<file path="src/rtl/ctrl_io_dr_pkg.sv">
// Shared dual-rail definitions for the IO pad bridge and other dual-rail tiles.
package ctrl_io_dr_pkg;

    // Dual-rail codewords as {true, false} rail pairs
    localparam logic [1:0] DR_SPACER  = 2'b00;
    localparam logic [1:0] DR_ZERO    = 2'b01;
    localparam logic [1:0] DR_ONE     = 2'b10;
    localparam logic [1:0] DR_INVALID = 2'b11;

    // Precharge places the spacer on the rails, evaluate carries data
    typedef enum logic {
        PRECH = 1'b0,
        EVAL  = 1'b1
    } phase_t;

    // A rail pair carries data only when exactly one rail is high
    function automatic logic dr_valid(input logic t, input logic f);
        return t ^ f;
    endfunction

endpackage

</file>
<file path="src/rtl/ctrl_io_dr_phase_gen.sv">
// Precharge/evaluate phase generator with first/last evaluate strobes.
module ctrl_io_dr_phase_gen
    import ctrl_io_dr_pkg::*;
#(
    parameter int PRECH_CYCLES = 1,
    parameter int EVAL_CYCLES  = 2
) (
    input  logic   i_clk,
    input  logic   i_rst,
    output phase_t o_phase,
    output logic   o_prech2,
    output logic   o_enterEval,
    output logic   o_firstEval,
    output logic   o_lastEval
);

    localparam int MAX_CYCLES = (PRECH_CYCLES > EVAL_CYCLES) ? PRECH_CYCLES : EVAL_CYCLES;
    localparam int CNT_W      = (MAX_CYCLES > 1) ? $clog2(MAX_CYCLES) : 1;

    localparam logic [CNT_W-1:0] PRECH_LOAD = CNT_W'(PRECH_CYCLES - 1);
    localparam logic [CNT_W-1:0] EVAL_LOAD  = CNT_W'(EVAL_CYCLES - 1);

    phase_t           r_phase;
    logic [CNT_W-1:0] r_cnt;
    logic             r_prech2;

    // Phase FSM: count down the current phase, then swap phase and reload the counter
    always_ff @(posedge i_clk or posedge i_rst) begin
        if (i_rst) begin
            r_phase  <= PRECH;
            r_cnt    <= PRECH_LOAD;
            r_prech2 <= 1'b0;
        end else if (r_cnt == '0) begin
            if (r_phase == PRECH) begin
                r_phase  <= EVAL;
                r_cnt    <= EVAL_LOAD;
                r_prech2 <= 1'b1;
            end else begin
                r_phase  <= PRECH;
                r_cnt    <= PRECH_LOAD;
                r_prech2 <= 1'b0;
            end
        end else begin
            r_cnt <= r_cnt - CNT_W'(1);
        end
    end

    assign o_phase     = r_phase;
    assign o_prech2    = r_prech2;
    assign o_enterEval = (r_phase == PRECH) && (r_cnt == '0);
    assign o_firstEval = (r_phase == EVAL) && (r_cnt == EVAL_LOAD);
    assign o_lastEval  = (r_phase == EVAL) && (r_cnt == '0);

endmodule

</file>
<file path="src/rtl/ctrl_io_dr_pad_bridge.sv">
// Pad-side bridge for one dual-rail IO column: registers pad traffic in both
// directions, generates the precharge phase and aggregates dual-rail faults.
module ctrl_io_dr_pad_bridge
    import ctrl_io_dr_pkg::*;
#(
    parameter int NUM_IO       = 4,
    parameter int PRECH_CYCLES = 1,
    parameter int EVAL_CYCLES  = 2,
    parameter int FCNT_W       = 8
) (
    input  logic              UserCLK,
    input  logic              rst,
    input  logic [NUM_IO-1:0] I_top_t,
    input  logic [NUM_IO-1:0] I_top_f,
    input  logic [NUM_IO-1:0] T_top,
    input  logic [NUM_IO-1:0] F_ctrl,
    input  logic [NUM_IO-1:0] pad_in_t,
    input  logic [NUM_IO-1:0] pad_in_f,
    input  logic              fault_clear,
    output logic [NUM_IO-1:0] O_top_t,
    output logic [NUM_IO-1:0] O_top_f,
    output logic              prech2,
    output logic [NUM_IO-1:0] pad_out_t,
    output logic [NUM_IO-1:0] pad_out_f,
    output logic [NUM_IO-1:0] pad_oe,
    output logic              DR_fault,
    output logic [FCNT_W-1:0] fault_count
);

    phase_t            w_phase;
    logic              w_prech2;
    logic              w_enterEval;
    logic              w_firstEval;
    logic              w_lastEval;
    logic              w_checkWindow;
    logic              w_inBad;
    logic              w_outBad;
    logic              w_event;

    logic [NUM_IO-1:0] r_oTopT;
    logic [NUM_IO-1:0] r_oTopF;
    logic [NUM_IO-1:0] r_padOutT;
    logic [NUM_IO-1:0] r_padOutF;
    logic [NUM_IO-1:0] r_padOe;
    logic              r_drFault;
    logic [FCNT_W-1:0] r_faultCount;

    ctrl_io_dr_phase_gen #(
        .PRECH_CYCLES (PRECH_CYCLES),
        .EVAL_CYCLES  (EVAL_CYCLES)
    ) u_phaseGen (
        .i_clk       (UserCLK),
        .i_rst       (rst),
        .o_phase     (w_phase),
        .o_prech2    (w_prech2),
        .o_enterEval (w_enterEval),
        .o_firstEval (w_firstEval),
        .o_lastEval  (w_lastEval)
    );

    // Inbound: capture the pad pair as evaluate begins so tiles see it for the whole
    // evaluate phase, then drive the spacer as precharge begins
    always_ff @(posedge UserCLK or posedge rst) begin
        if (rst) begin
            r_oTopT <= '0;
            r_oTopF <= '0;
        end else if (w_enterEval) begin
            r_oTopT <= pad_in_t;
            r_oTopF <= pad_in_f;
        end else if (w_lastEval) begin
            r_oTopT <= '0;
            r_oTopF <= '0;
        end
    end

    // Outbound: on the last evaluate cycle, load valid driven pairs, keep the old
    // value on an invalid pair, and release the pad when the tile tristates it
    always_ff @(posedge UserCLK or posedge rst) begin
        if (rst) begin
            r_padOutT <= '0;
            r_padOutF <= '0;
            r_padOe   <= '0;
        end else if (w_lastEval) begin
            for (int i = 0; i < NUM_IO; i++) begin
                if (T_top[i]) begin
                    r_padOe[i] <= 1'b0;
                end else if (dr_valid(I_top_t[i], I_top_f[i])) begin
                    r_padOutT[i] <= I_top_t[i];
                    r_padOutF[i] <= I_top_f[i];
                    r_padOe[i]   <= 1'b1;
                end
            end
        end
    end

    // Fault sources are only trusted after the first evaluate cycle, once rails settle;
    // all sources in one cycle collapse into a single event
    always_comb begin
        w_inBad  = 1'b0;
        w_outBad = 1'b0;
        for (int i = 0; i < NUM_IO; i++) begin
            if (!dr_valid(r_oTopT[i], r_oTopF[i])) begin
                w_inBad = 1'b1;
            end
            if (!T_top[i] && !dr_valid(I_top_t[i], I_top_f[i])) begin
                w_outBad = 1'b1;
            end
        end
        w_checkWindow = (w_phase == EVAL) && !w_firstEval;
        w_event       = w_checkWindow && ((|F_ctrl) || w_inBad || (w_lastEval && w_outBad));
    end

    // Sticky fault flag and saturating event counter; a clear beats a same-cycle event
    always_ff @(posedge UserCLK or posedge rst) begin
        if (rst) begin
            r_drFault    <= 1'b0;
            r_faultCount <= '0;
        end else if (fault_clear) begin
            r_drFault    <= 1'b0;
            r_faultCount <= '0;
        end else if (w_event) begin
            r_drFault <= 1'b1;
            if (r_faultCount != '1) begin
                r_faultCount <= r_faultCount + FCNT_W'(1);
            end
        end
    end

    assign O_top_t     = r_oTopT;
    assign O_top_f     = r_oTopF;
    assign prech2      = w_prech2;
    assign pad_out_t   = r_padOutT;
    assign pad_out_f   = r_padOutF;
    assign pad_oe      = r_padOe;
    assign DR_fault    = r_drFault;
    assign fault_count = r_faultCount;

endmodule

</file>
<file path="config.mk">
export PLATFORM = sky130hd
export DESIGN_NAME = ctrl_io_dr_pad_bridge
export DESIGN_NICKNAME = d
export VERILOG_FILES = /design/src/rtl/ctrl_io_dr_pkg.sv /design/src/rtl/ctrl_io_dr_phase_gen.sv /design/src/rtl/ctrl_io_dr_pad_bridge.sv
export SDC_FILE = /design/constraint.sdc
export NUM_CORES = 1
export LEC_CHECK = 0
export ABC_AREA = 0
export BUFFER_PORTS_ARGS = -buffer_cell sky130_fd_sc_hd__buf_2
export CELL_PAD_IN_SITES_DETAIL_PLACEMENT = 0
export CELL_PAD_IN_SITES_GLOBAL_PLACEMENT = 1
export CORE_ASPECT_RATIO = 0.7
export CORE_MARGIN = 1.5
export CORE_UTILIZATION = 36
export DETAILED_ROUTE_END_ITERATION = 6
export PLACE_DENSITY_LB_ADDON = 0.1
export SYNTH_ARGS = -nofsm -noshare
export SYNTH_HDL_FRONTEND = slang
export SYNTH_HIERARCHICAL = 1
export SYNTH_SLANG_ARGS = --single-unit
</file>
<file path="constraint.sdc">
create_clock -name UserCLK -period 2.7 [get_ports UserCLK]
set_input_delay 0.27 -clock UserCLK [delete_from_list [all_inputs] [get_ports UserCLK]]
set_output_delay 0.27 -clock UserCLK [all_outputs]
set_load 0.05 [all_outputs]
</file>
==> flow_metrics.tcl <==
set metrics [dict create \
    status "finished, final reports clean" \
    drc 0 \
    grt_max_degree 30 \
    p_seq_frac 0.465 \
    preCtsSetupSlack_ns 0.658 \
    syn_area_sq_um 1580 \
    placed_cell_area_sq_um 1920 \
    rows 19 \
    fp.dieArea_sq_um 4800 \
    leakagePower_nw 0.981 \
    crit_path_end "fault_count[7]$_DFFE_PP0P_" \
    power_frac_clock 0.372 \
    p_sw_uw 299 \
    core-area_sq_um 4070 \
    synth.area.top_cells "dfrtp_1, a22o_1, nor2_1" \
    design_area_sq_um 2030 \
    crit_type "reg2reg" \
    cp-startpoint "u_phaseGen/o_prech2$_DFFE_PP0N_" \
    synth_seq_cells 31 \
    vdd_drop_max_mv 0.336 \
    clkTransAtPathRegs_ns 0.06 \
    path_max_fanout 8 \
    die_x_microns 82.1 \
    setup_slack_ns 0.652 \
    grt_use_total 0.171 \
    worstMarginPinSlew_ns 0.671 \
    worst_setup_path_end_kind "flop" \
    post-cts-setup-buffer-count 0 \
    routed_wirelength_microns 3680 \
    final_cells 268 \
    gr-total-overflow 0 \
    grt_pass1_wl_microns 6150 \
    clkLatencyLatePin_ns 0.28 \
    firstDrtPassIters 4 \
    period_needed_ns 2.05 \
    slew_headroom 0.551 \
    dp_hpwl_microns 2840 \
    min-delay-path-class "in2reg" \
    yosys_warnings 6 \
    h-tree-depth 2 \
    initial_utilization 0.388 \
    rsz0062_at_grt "no" \
    setup_viol 0 \
    post-route-util 0.500 \
    timing.final.crit_share 0.758 \
    power_mw 1.07 \
    antenna_found_initial 0 \
    root_buffer "clkbuf_8" \
    grt_pass1_vias 1302 \
    io_pins 57 \
    drv_cap 0 \
    hold_violations 0 \
    clock_path_buffers 2 \
    cp.required_ns 2.86 \
    swShare 0.281 \
    drive_above_1_share 0.366 \
    avgSynthCellArea_sq_um 10.3 \
    nNetsFinal 243 \
    ant_nets 0 \
    synth_top_area_cell "dfrtp_1" \
    route.vias.total 1374 \
    final_common_cell "buf_2" \
    max_freq_mhz 488 \
    setup_tns_ns 0 \
    r2r_cells 6 \
    cts_tree "done" \
    drv_slew 0 \
    syn_nets 181 \
    numCtsBuffers 5 \
    synth_seq_area_share 0.492 \
    cp-start-kind "flop" \
    power_density_nw_per_um2 525 \
    reg2reg_from "u_phaseGen/o_prech2$_DFFE_PP0N_" \
    dp.cells 259 \
    route.detailed.wl_per_inst_microns 13.7 \
    ff2ff_setup_slack_ns 0.65 \
    synthDistinctLibCells 39 \
    combPwrFrac 0.163 \
    globalplace.congestion 0.788 \
    r2r_end "fault_count[7]$_DFFE_PP0P_" \
    critPathArrivalTime_ns 2.21 \
    final.setup_skew_ns 0.00181 \
    synth_top_area_frac 0.492 \
    vias_per_cell 5.13 \
    antenna_cells 0 \
    p_int_uw 767 \
    cts_sinks 31 \
    io_buffers 56 \
    holdWs_ns 0.205 \
    final_cell_mix "buf_2, dfrtp_1, nor2_1" \
    area_growth_pct 28.9 \
    die_y_microns 58.4 \
    syn_inst 153 \
    drt-initial-drc-count 48 \
]
==> worst min-delay path by stage <==
stage,start,to,cells after the start
5_1_grt,T_top[2],pad_oe[2]$_DFFE_PP0P_,2
6_report,T_top[2],pad_oe[2]$_DFFE_PP0P_,2
3_3_place_gp,rst,u_phaseGen/r_cnt$_DFF_PP0_,2
3_5_place_dp,rst,u_phaseGen/o_prech2$_DFFE_PP0N_,2
2_1_floorplan,rst,u_phaseGen/o_prech2$_DFFE_PP0N_,1
4_1_cts,T_top[2],pad_oe[2]$_DFFE_PP0P_,2
==> worst max-delay path: stages (launching register included) <==
cell and delay (ns):
dfrtp_1 0.43, and2_2 0.19, nand2b_1 0.16, a41o_1 0.31
or3_1 0.33, o32ai_1 0.14, mux2_2 0.37
==> registers in the layout, indices dropped and copies added (netlist names) <==
| name | count |
|---|---|
| DR_fault | 1 |
| O_top_f | 4 |
| O_top_t | 4 |
| fault_count | 8 |
| pad_oe | 4 |
| pad_out_f | 4 |
| pad_out_t | 4 |
| u_phaseGen/o_prech2 | 1 |
| u_phaseGen/r_cnt | 1 |
==> what timing repair did <==
| item | in CTS | in global routing |
|---|---|---|
| hold endpoints to repair | 2 | 0 |
| resized for setup | 0 | 0 |
| hold buffers | 1 | 0 |
==> power by group through the flow <==
stage | clock (mW) | combinational, mW | sequential [mW]
final | 0.397 | 0.174 | 0.496
after global placement | 0 | 0.171 | 0.503
after floorplan | 0 | 0.0503 | 0.569
after global routing | 0.437 | 0.187 | 0.498
after CTS | 0.408 | 0.176 | 0.496
after detailed placement | 0 | 0.175 | 0.505
==> kinds of logic (layout without fill, tap and decap cells) <==
| group | count (synthesis) | in the layout | synth area share |
|---|---|---|---|
| multiplexers | 7 | 7 | 0.0492 |
| buffers and inverters | 15 | 78 | 0.0381 |
| adder cells (fa/ha/maj) | 1 | 1 | 0.00793 |
| flip-flops | 31 | 31 | 0.492 |
| AO/OA/AOI/OAI | 42 | 42 | 0.192 |
| XOR/XNOR | 9 | 9 | 0.0500 |
| AND/OR/NAND/NOR | 48 | 48 | 0.171 |
==> cell usage after synthesis, drive strengths merged <==
cell	count
a2111oi	3
a211o	1
a211oi	1
a21boi	4
a21o	1
a21oi	13
a22o	8
a32o	1
a41o	1
and2	1
and4	1
buf	2
clkbuf	3
dfrtp	31
ha	1
inv	10
mux2	6
mux2i	1
nand2	7
nand2b	1
nand3	1
nand3b	4
nor2	18
nor2b	6
nor3	1
nor3b	4
nor4	2
o21a	1
o21ai	5
o22ai	2
o32ai	1
or3	2
xnor2	4
xor2	5
==> layer usage <==
metal  wire length (microns)  vias up  GRT usage
met3                     218        6     0.0543
li1                        -      669          -
met5                       0        -          0
met4                      38        0     0.0654
met2                    1670       35      0.262
met1                    1750      664      0.227
==> area by class of cell <==
cell class	count	area, sq um
Clock buffer	8	100
Sequential cell	31	776
Fill cell	383	2030
Inverter	10	37.5
Timing Repair Buffer	60	313
Multi-Input combinational cell	107	742
Tap cell	52	65.1
Power figures use the tool's default switching activity.
